### src/rtl/seq_det_pkg.sv
// Shared types and constants for the parametrised serial pattern detector.
// Imported by the history sub-module and the detector top.
package seq_det_pkg;

   typedef enum logic {
      ST_FILL = 1'b0,
      ST_RUN  = 1'b1
   } state_e;

   localparam logic [7:0] DEF_PAT = 8'b0000_1011;
   localparam int         DEF_LEN = 4;

   function automatic int len_w(input int max_len);
      return $clog2(max_len + 1);
   endfunction

endpackage

### src/rtl/seq_det_hist.sv
// Serial history shift register plus a fill counter that saturates at len.
// full_next is high when one more accepted bit makes the window complete.
module seq_det_hist
   import seq_det_pkg::*;
#(
   parameter int MAX_LEN = 8,
   parameter int LEN_W   = len_w(MAX_LEN)
) (
   input  logic               clk,
   input  logic               rst,
   input  logic               shift,
   input  logic               restart,
   input  logic               din,
   input  logic [LEN_W-1:0]   len,
   output logic [MAX_LEN-1:0] hist,
   output logic               full_next
);

   logic [MAX_LEN-1:0] hist_q, hist_d;
   logic [LEN_W-1:0]   fill_q, fill_d;

   // restart wins over shift: the bit that triggered it is not kept
   always_comb begin
      hist_d = hist_q;
      fill_d = fill_q;
      if (restart) begin
         hist_d = '0;
         fill_d = '0;
      end else if (shift) begin
         hist_d = {hist_q[MAX_LEN-2:0], din};
         if (fill_q != len) begin
            fill_d = fill_q + LEN_W'(1);
         end
      end
   end

   always_ff @(posedge clk or negedge rst) begin
      if (!rst) begin
         hist_q <= '0;
         fill_q <= '0;
      end else begin
         hist_q <= hist_d;
         fill_q <= fill_d;
      end
   end

   assign hist      = hist_q;
   assign full_next = ({1'b0, fill_q} + (LEN_W + 1)'(1)) >= {1'b0, len};

endmodule

### src/rtl/seq_detector_param.sv
// Runtime-programmable serial pattern detector with overlap control
// and a saturating match counter; all outputs are registered.
module seq_detector_param
   import seq_det_pkg::*;
#(
   parameter int                 MAX_LEN     = 8,
   parameter int                 CNT_W       = 8,
   parameter logic [MAX_LEN-1:0] DEFAULT_PAT = MAX_LEN'(DEF_PAT),
   parameter int                 DEFAULT_LEN = DEF_LEN,
   localparam int                LEN_W       = len_w(MAX_LEN)
) (
   input  logic               clk,
   input  logic               rst,
   input  logic               in_valid,
   input  logic               inp,
   input  logic               overlap,
   input  logic               cfg_load,
   input  logic [MAX_LEN-1:0] cfg_pat,
   input  logic [LEN_W-1:0]   cfg_len,
   input  logic               clear,
   output logic               match,
   output logic [CNT_W-1:0]   match_cnt,
   output logic               cfg_err,
   output logic               state
);

   state_e             st_q, st_d;
   logic [MAX_LEN-1:0] pat_q, pat_d;
   logic [LEN_W-1:0]   len_q, len_d;
   logic [CNT_W-1:0]   cnt_q, cnt_d;
   logic               match_q, match_d;
   logic               err_q, err_d;

   logic               shift;
   logic               restart;
   logic               full_next;
   logic [MAX_LEN-1:0] hist;
   logic [MAX_LEN-1:0] win;
   logic [MAX_LEN-1:0] mask;
   logic               hit;
   logic               cfg_ok;
   logic               unused_msb;

   seq_det_hist #(
      .MAX_LEN (MAX_LEN),
      .LEN_W   (LEN_W)
   ) u_hist (
      .clk       (clk),
      .rst       (rst),
      .shift     (shift),
      .restart   (restart),
      .din       (inp),
      .len       (len_q),
      .hist      (hist),
      .full_next (full_next)
   );

   // compare against the window as it looks once inp has shifted in
   assign win        = {hist[MAX_LEN-2:0], inp};
   assign unused_msb = hist[MAX_LEN-1];

   always_comb begin
      mask = '0;
      for (int i = 0; i < MAX_LEN; i++) begin
         mask[i] = LEN_W'(i) < len_q;
      end
   end

   assign hit    = ((win ^ pat_q) & mask) == '0;
   assign cfg_ok = (cfg_len != '0) && (cfg_len <= LEN_W'(MAX_LEN));

   always_comb begin
      st_d    = st_q;
      pat_d   = pat_q;
      len_d   = len_q;
      cnt_d   = cnt_q;
      match_d = 1'b0;
      err_d   = cfg_load && !cfg_ok;
      shift   = 1'b0;
      restart = 1'b0;
      if (clear) begin
         restart = 1'b1;
         cnt_d   = '0;
         st_d    = ST_FILL;
      end else if (cfg_load && cfg_ok) begin
         pat_d   = cfg_pat;
         len_d   = cfg_len;
         restart = 1'b1;
         st_d    = ST_FILL;
      end else if (in_valid) begin
         shift = 1'b1;
         unique case (st_q)
            ST_FILL: st_d = full_next ? ST_RUN : ST_FILL;
            ST_RUN:  st_d = ST_RUN;
         endcase
         if (full_next && hit) begin
            match_d = 1'b1;
            if (cnt_q != '1) begin
               cnt_d = cnt_q + CNT_W'(1);
            end
            // non-overlapping: matched bits may not seed the next match
            if (!overlap) begin
               restart = 1'b1;
               st_d    = ST_FILL;
            end
         end
      end
   end

   always_ff @(posedge clk or negedge rst) begin
      if (!rst) begin
         st_q    <= ST_FILL;
         pat_q   <= DEFAULT_PAT;
         len_q   <= LEN_W'(DEFAULT_LEN);
         cnt_q   <= '0;
         match_q <= 1'b0;
         err_q   <= 1'b0;
      end else begin
         st_q    <= st_d;
         pat_q   <= pat_d;
         len_q   <= len_d;
         cnt_q   <= cnt_d;
         match_q <= match_d;
         err_q   <= err_d;
      end
   end

   assign match     = match_q;
   assign match_cnt = cnt_q;
   assign cfg_err   = err_q;
   assign state     = st_q;

endmodule

### config.mk
export PLATFORM = sky130hd
export DESIGN_NAME = seq_detector_param
export DESIGN_NICKNAME = d
export VERILOG_FILES = /design/src/rtl/seq_det_pkg.sv /design/src/rtl/seq_det_hist.sv /design/src/rtl/seq_detector_param.sv
export SDC_FILE = /design/constraint.sdc
export NUM_CORES = 1
export LEC_CHECK = 0
export BUFFER_PORTS_ARGS = -buffer_cell sky130_fd_sc_hd__buf_2
export CORE_UTILIZATION = 45
export DETAILED_ROUTE_END_ITERATION = 7
export GPL_ROUTABILITY_DRIVEN = 1
export MAX_ROUTING_LAYER = met4
export PLACE_DENSITY = 0.66
export SLEW_MARGIN = 20
export SYNTH_ARGS = -nofsm -noshare
export SYNTH_HDL_FRONTEND = slang
export SYNTH_SLANG_ARGS = --single-unit
### constraint.sdc
create_clock -name clk -period 3.2 [get_ports clk]
set_clock_uncertainty 0.1 [all_clocks]
set_input_delay 0.32 -clock clk [delete_from_list [all_inputs] [get_ports clk]]
set_output_delay 0.32 -clock clk [all_outputs]
set_load 0.05 [all_outputs]
Word level (Yosys, flattened, before mapping)

Index checks and enable logic that the tools add are counted.
Widths: inputs -> output; s select.

Register bits after elaboration: 34
Latch bits: 0
Bits in writable memories: 0
Memory bits (read-only): 0
Input bits: 19
Output and inout bits: 11
Word-level logic and storage cells: 73
Memories: 0

$add $sub $neg: 3
Multiply operators: 0
Div/mod/pow operators: 0
$lt $le $gt $ge: 10
Equal/unequal tests: 3
Shift operators: 0
Multiplexer cells: 29
Bitwise operators: 4
Reductions and logical operators: 16

Operator list:

| kind                | count |
|---|---|
| $mux 8              | 5 |
| $mux 1              | 18 |
| $lt 3x4->1 const A  | 4 |
| $mux 7              | 2 |
| $mux 4              | 3 |
| $reduce_bool 2->1   | 5 |
| $add 8x1->8 const B | 1 |
| $and 8x8->8         | 1 |
| $logic_not 8->1     | 1 |
| $lt 1x4->1 const A  | 2 |
| $lt 2x4->1 const A  | 2 |
| $ne 8x8->1 const B  | 1 |
| $xor 8x8->8         | 1 |
| $add 4x1->5 const B | 1 |
| $ge 5x4->1          | 1 |
| $add 4x1->4 const B | 1 |
| $le 4x4->1 const B  | 1 |
| $logic_and 1x1->1   | 4 |
| $ne 4x4->1          | 1 |
| $reduce_and 2->1    | 2 |
| $reduce_and 4->1    | 1 |
| $reduce_bool 4->1   | 1 |
| $reduce_bool 3->1   | 1 |
| $ne 2x2->1 const B  | 1 |
| 3 further kinds     | 4 |

Longest topological paths before layout

Word-level depth: 10
Depth in mapped cells: 10
Mapped depth without buffers: 8

Cells and area by module

A second synthesis with hierarchy kept.

Cells, all modules: 169
Area, all modules: 1873.0 sq um

By module, submodules not included:

| module             | times used | cells each | area each (sq um) | seq. area each (sq um) |
|---|---|---|---|---|
| seq_detector_param | 1          | 107        | 1193.6            | 580.6 |
| seq_det_hist       | 1          | 62         | 679.4             | 300.3 |

Worst setup path before layout

Ideal clock, no wire load.

Path type: register to register
From: register len_q[2]
To: register cnt_q[7], in the netlist match_cnt[7]
Library setup time: 0.078 ns
Data arrival time: 2.106 ns
Data required time: 3.022 ns
Slack: 0.915 ns
Stages on the path, launching flop included: 8
Buffers on the path: 1
Period minus slack after synthesis: 2.285 ns
Cell sequence: dfstp_2 -> buf_2 -> nor4b_4 -> o221ai_2 -> a2111oi_4 -> nand3_2 -> or4_1 -> a21oi_1

Longest elaborated chain between the ends: 6
Elaborated cells on any way between the ends: 14
Classes of those cells: 9 x order compare; 1 x bitwise; 4 x reduce/logical

RTL lines:

| item                                     | line                      | RTL |
|---|---|---|
| start, declared                          | seq_detector_param.sv:29  | `logic [LEN_W-1:0] len_q, len_d;` |
| start signal, assigned                   | seq_detector_param.sv:114 | `len_q <= LEN_W'(DEFAULT_LEN);` |
| start signal, assigned                   | seq_detector_param.sv:121 | `len_q <= len_d;` |
| $lt 1x4->1, or another cell as far along | seq_detector_param.sv:65  | `mask[i] = LEN_W'(i) < len_q;` |
| $and 8x8->8                              | seq_detector_param.sv:69  | `assign hit = ((win ^ pat_q) & mask) == '0;` |
| $logic_not 8->1                          | seq_detector_param.sv:69  |  |
| $logic_and 1x1->1 *                      | seq_detector_param.sv:96  | `if (full_next && hit) begin` |
| $reduce_bool 2->1 (no source line) *     | --                        |  |
| $reduce_and 4->1 (no source line) *      | --                        |  |
| end signal, assigned                     | seq_detector_param.sv:122 | `cnt_q <= cnt_d;` |
| end, declared                            | seq_detector_param.sv:30  | `logic [CNT_W-1:0] cnt_q, cnt_d;` |

Mark *: on every way between the ends. The rest lies on a longest branch, timed or not.
A chain may end at the register's enable or synchronous reset.

Worst setup path in the final report

From: register u_hist.fill_q[0]
To: register cnt_q[7], in the netlist match_cnt[7]

Longest elaborated chain between the ends: 5

RTL lines:

| item                               | line                     | RTL |
|---|---|---|
| start, declared                    | seq_det_hist.sv:20       | `logic [LEN_W-1:0] fill_q, fill_d;` |
| start signal, assigned             | seq_det_hist.sv:43       | `fill_q <= fill_d;` |
| $add 4x1->5                        | seq_det_hist.sv:48       | `assign full_next = ({1'b0, fill_q} + (LEN_W + 1)'(1)) >= {1'b0, len};` |
| $ge 5x4->1                         | seq_det_hist.sv:48       |  |
| $logic_and 1x1->1                  | seq_detector_param.sv:96 |  |
| $reduce_bool 2->1 (no source line) | --                       |  |
| $reduce_and 4->1 (no source line)  | --                       |  |

Every way passes these cells.

==> impl_metrics.toml <==
[placement]
dp_slack_ns = 0.762
dp_hpwl_mm = 2.88
place_congestion = 0.873
dp_cells = 246
place.port_buffers = 29

[synth]
ys_ff_latch = 34
avgSynthCellArea_um2 = 10.7
syn_nets = 199
syn_inst = 174
synth_warnings = 0
seq_area_frac_synth_pct = 46.0
synth_cell_types = 41
syn_area_mm2 = 0.00186

[job]
cap_violations = 0

[final_layout]
antenna_cells = 0
utilization_pct = 53.6
fillers = 361
final_net_count = 228
syn2layout_area_growth_pct = 14.5
layout_commonest_cell = "dfrtp_1"
final_layout_size_suffix_gt1_share_pct = 27.0
regArea_um2 = 856
multi_input_area_um2 = 940
final_cell_mix = "30 x dfrtp_1, 29 x buf_2, 16 x nor2_1, 14 x xnor2_1, 11 x nand2_1"
stdcell_count = 254

[global_routing]
grt_pass1_vias = 1439
track_usage_pct = 20.9
grt-ovfl-total = 0
grt_max_degree = 35
antenna_found_initial = 0
grt_pass1_wl_mm = 6.50

[critical_path]
cp-endpoint = "match_cnt[7]$_DFFE_PN0P_"
cp-end-kind = "flip-flop"
crit_type = "flip-flop to flip-flop"
worst_ep_required_time_ns = 3.31
worstPathArrival_ns = 2.59
reg2reg_from = "u_hist.fill_q[0]$_DFFE_PN0P_"
reg2reg_to = "match_cnt[7]$_DFFE_PN0P_"
cp-start-kind = "flip-flop"
regToRegSetupSlack_ns = 0.72
reg2regPathDepth = 8
crit_path_start = "u_hist.fill_q[0]$_DFFE_PN0P_"
critPathMaxFanout = 6

[floorplan]
core_area_mm2 = 0.00397
io_pins = 30
dieArea_mm2 = 0.00439
die_x_um = 66.3
dieHeight_um = 66.3
num_rows = 23
floorplan.initialDensity_pct = 46.8

[route]
met2WireLength_mm = 1.92
vias = 1439
via_per_inst = 5.67
wl_met3_um = 160
drt-met1-wl_mm = 1.67
final_antenna_net_count = 0
drc = 0
first_pass_iters = 4
wire_per_inst_um = 15.0
wl_mm = 3.81
first_iter_violations = 80
routed.top_layer = "met4"

[sta]
tightest_slew_ns = 0.732
finalCritPeriodShare_pct = 77.5
period_needed_ns = 2.48
grt_setup_unrepaired = "no"
hold_ws_ns = -0.0114
finalSetupViolCount = 0
setup_ws_ns = 0.720
slew_viol_final = 0
max_clock_freq_mhz = 403
finalHoldViolCount = 19
fin_setup_tns_ns = 0
slew_headroom_pct = 51.2

[clock_network]
cts.clk_slew.worst_paths_ns = 0.07
cts_resized = 0
root_buffer = "clkbuf_8"
cts.sinks = 34
cts_setup_buffers = 0
hold_buffers = 0
cts_tree = "yes"
clock_latency_ns = 0.29
clockBufferDepth = 2
htreeDepth = 2
cts_made_buffers = 5

[hold_path]
hp-class = "primary input to asynchronous set/reset pin"

[outcome]
violations = "hold timing"
status = "complete, but fails checks"

[pwr]
p_leak_uw = 0.000940
p_total_uw = 1120
peakVddDrop_v = 0.000331
power_density_mw_per_mm2 = 528
[worst max-delay path, cell delays in order (launching register included)]
cell and delay, ns:
dfrtp_1 0.42, ha_1 0.27, xor2_1 0.16, ha_1 0.28, o21ai_0 0.07, o21ai_1 0.35, nand3_2 0.16, or4_1 0.42
a21oi_1 0.16
[area by class of cell]
type | instances | share of cell area (%)
clock buffers | 6 | 3.88
clock inverters | 2 | 0.588
inverters | 6 | 1.06
multi-input cells | 126 | 44.2
flip-flops and latches | 34 | 40.2
well taps | 50 | 2.94
repair buffers | 30 | 7.17
[cells in the mapped netlist (all sizes together)]
library cell	count	share of area (%)
dfrtp	30	40
nor2	16	3.2
xnor2	14	6.6
mux2	11	6.7
nand2	11	2.2
a21oi	8	2.2
a32o	7	3.8
a211oi	6	2.4
ha	6	4.0
inv	6	1.2
nand3	6	1.9
o21ai	6	1.6
buf	5	1.6
dfstp	4	5.7
nor3	4	1.1
xor2	4	1.9
clkbuf	3	0.61
mux2i	3	1.6
nor2b	3	1.0
o22ai	3	1.0
a31o	2	0.94
nand4	2	0.67
o221ai	2	1.3
a2111oi	1	1.5
a21o	1	0.40
a22oi	1	0.40
a31oi	1	0.34
and2	1	0.34
and3	1	0.34
nand2b	1	0.34
nand3b	1	0.40
nor4	1	0.34
nor4b	1	1.3
o31ai	1	0.40
or4	1	0.40
[worst min-delay path by stage]
stage                                          end  slack, ns  cells past startpoint
after floorplan                  cfg_err$_DFF_PN0_      -0.08                      0
after global placement           cfg_err$_DFF_PN0_       0.32                      1
after detailed placement         cfg_err$_DFF_PN0_       0.33                      1
after CTS                        cfg_err$_DFF_PN0_       0.02                      1
after global routing      match_cnt[5]$_DFFE_PN0P_       0.05                      1
final                            cfg_err$_DFF_PN0_      -0.01                      1
[stage by stage]
stage / instance area, µm² / hold WS, ns
4_1_cts: 2130 / 0.0164
5_1_grt: 2130 / 0.0479
3_5_place_dp: 2030 / 0.334
6_report: 2130 / -0.0114
2_1_floorplan: 1860 / -0.0756
3_3_place_gp: 2030 / 0.320
[power by group]
group | total (µW) | internal [µW] | leakage [µW] | switching [µW]
Clock | 326 | 173 | 0.0000472 | 153
Sequential | 535 | 480 | 0.000442 | 54.7
Combinational | 262 | 118 | 0.000451 | 144
Total | 1120 | 771 | 0.000940 | 352
[routing by layer]
| layer | up-vias | GRT usage, % |
|---|---|---|
| met3 | 8 | 5.86 |
| met2 | 34 | 32.8 |
| met4 | 0 | 10.4 |
| li1 | 684 | - |
| met5 | - | - |
| met1 | 713 | 24.7 |
[registers in the layout, summed over array words and instances, names as in the netlist]
signal / flops
state: 1
cfg_err: 1
u_hist.fill_q: 4
u_hist.hist: 7
match_cnt: 8
len_q: 4
match: 1
pat_q: 8
[logic make-up after synthesis]
| kind of cell | after synthesis | share of synthesized area [%] |
|---|---|---|
| flops | 34 | 46.0 |
| fa+ha+maj | 6 | 4.04 |
| compound gates | 39 | 16.2 |
| mux | 14 | 8.28 |
| xor+xnor | 18 | 8.48 |
| buf+inv | 14 | 3.43 |
| simple gates | 49 | 13.5 |
(Power assumes the default switching activity.)
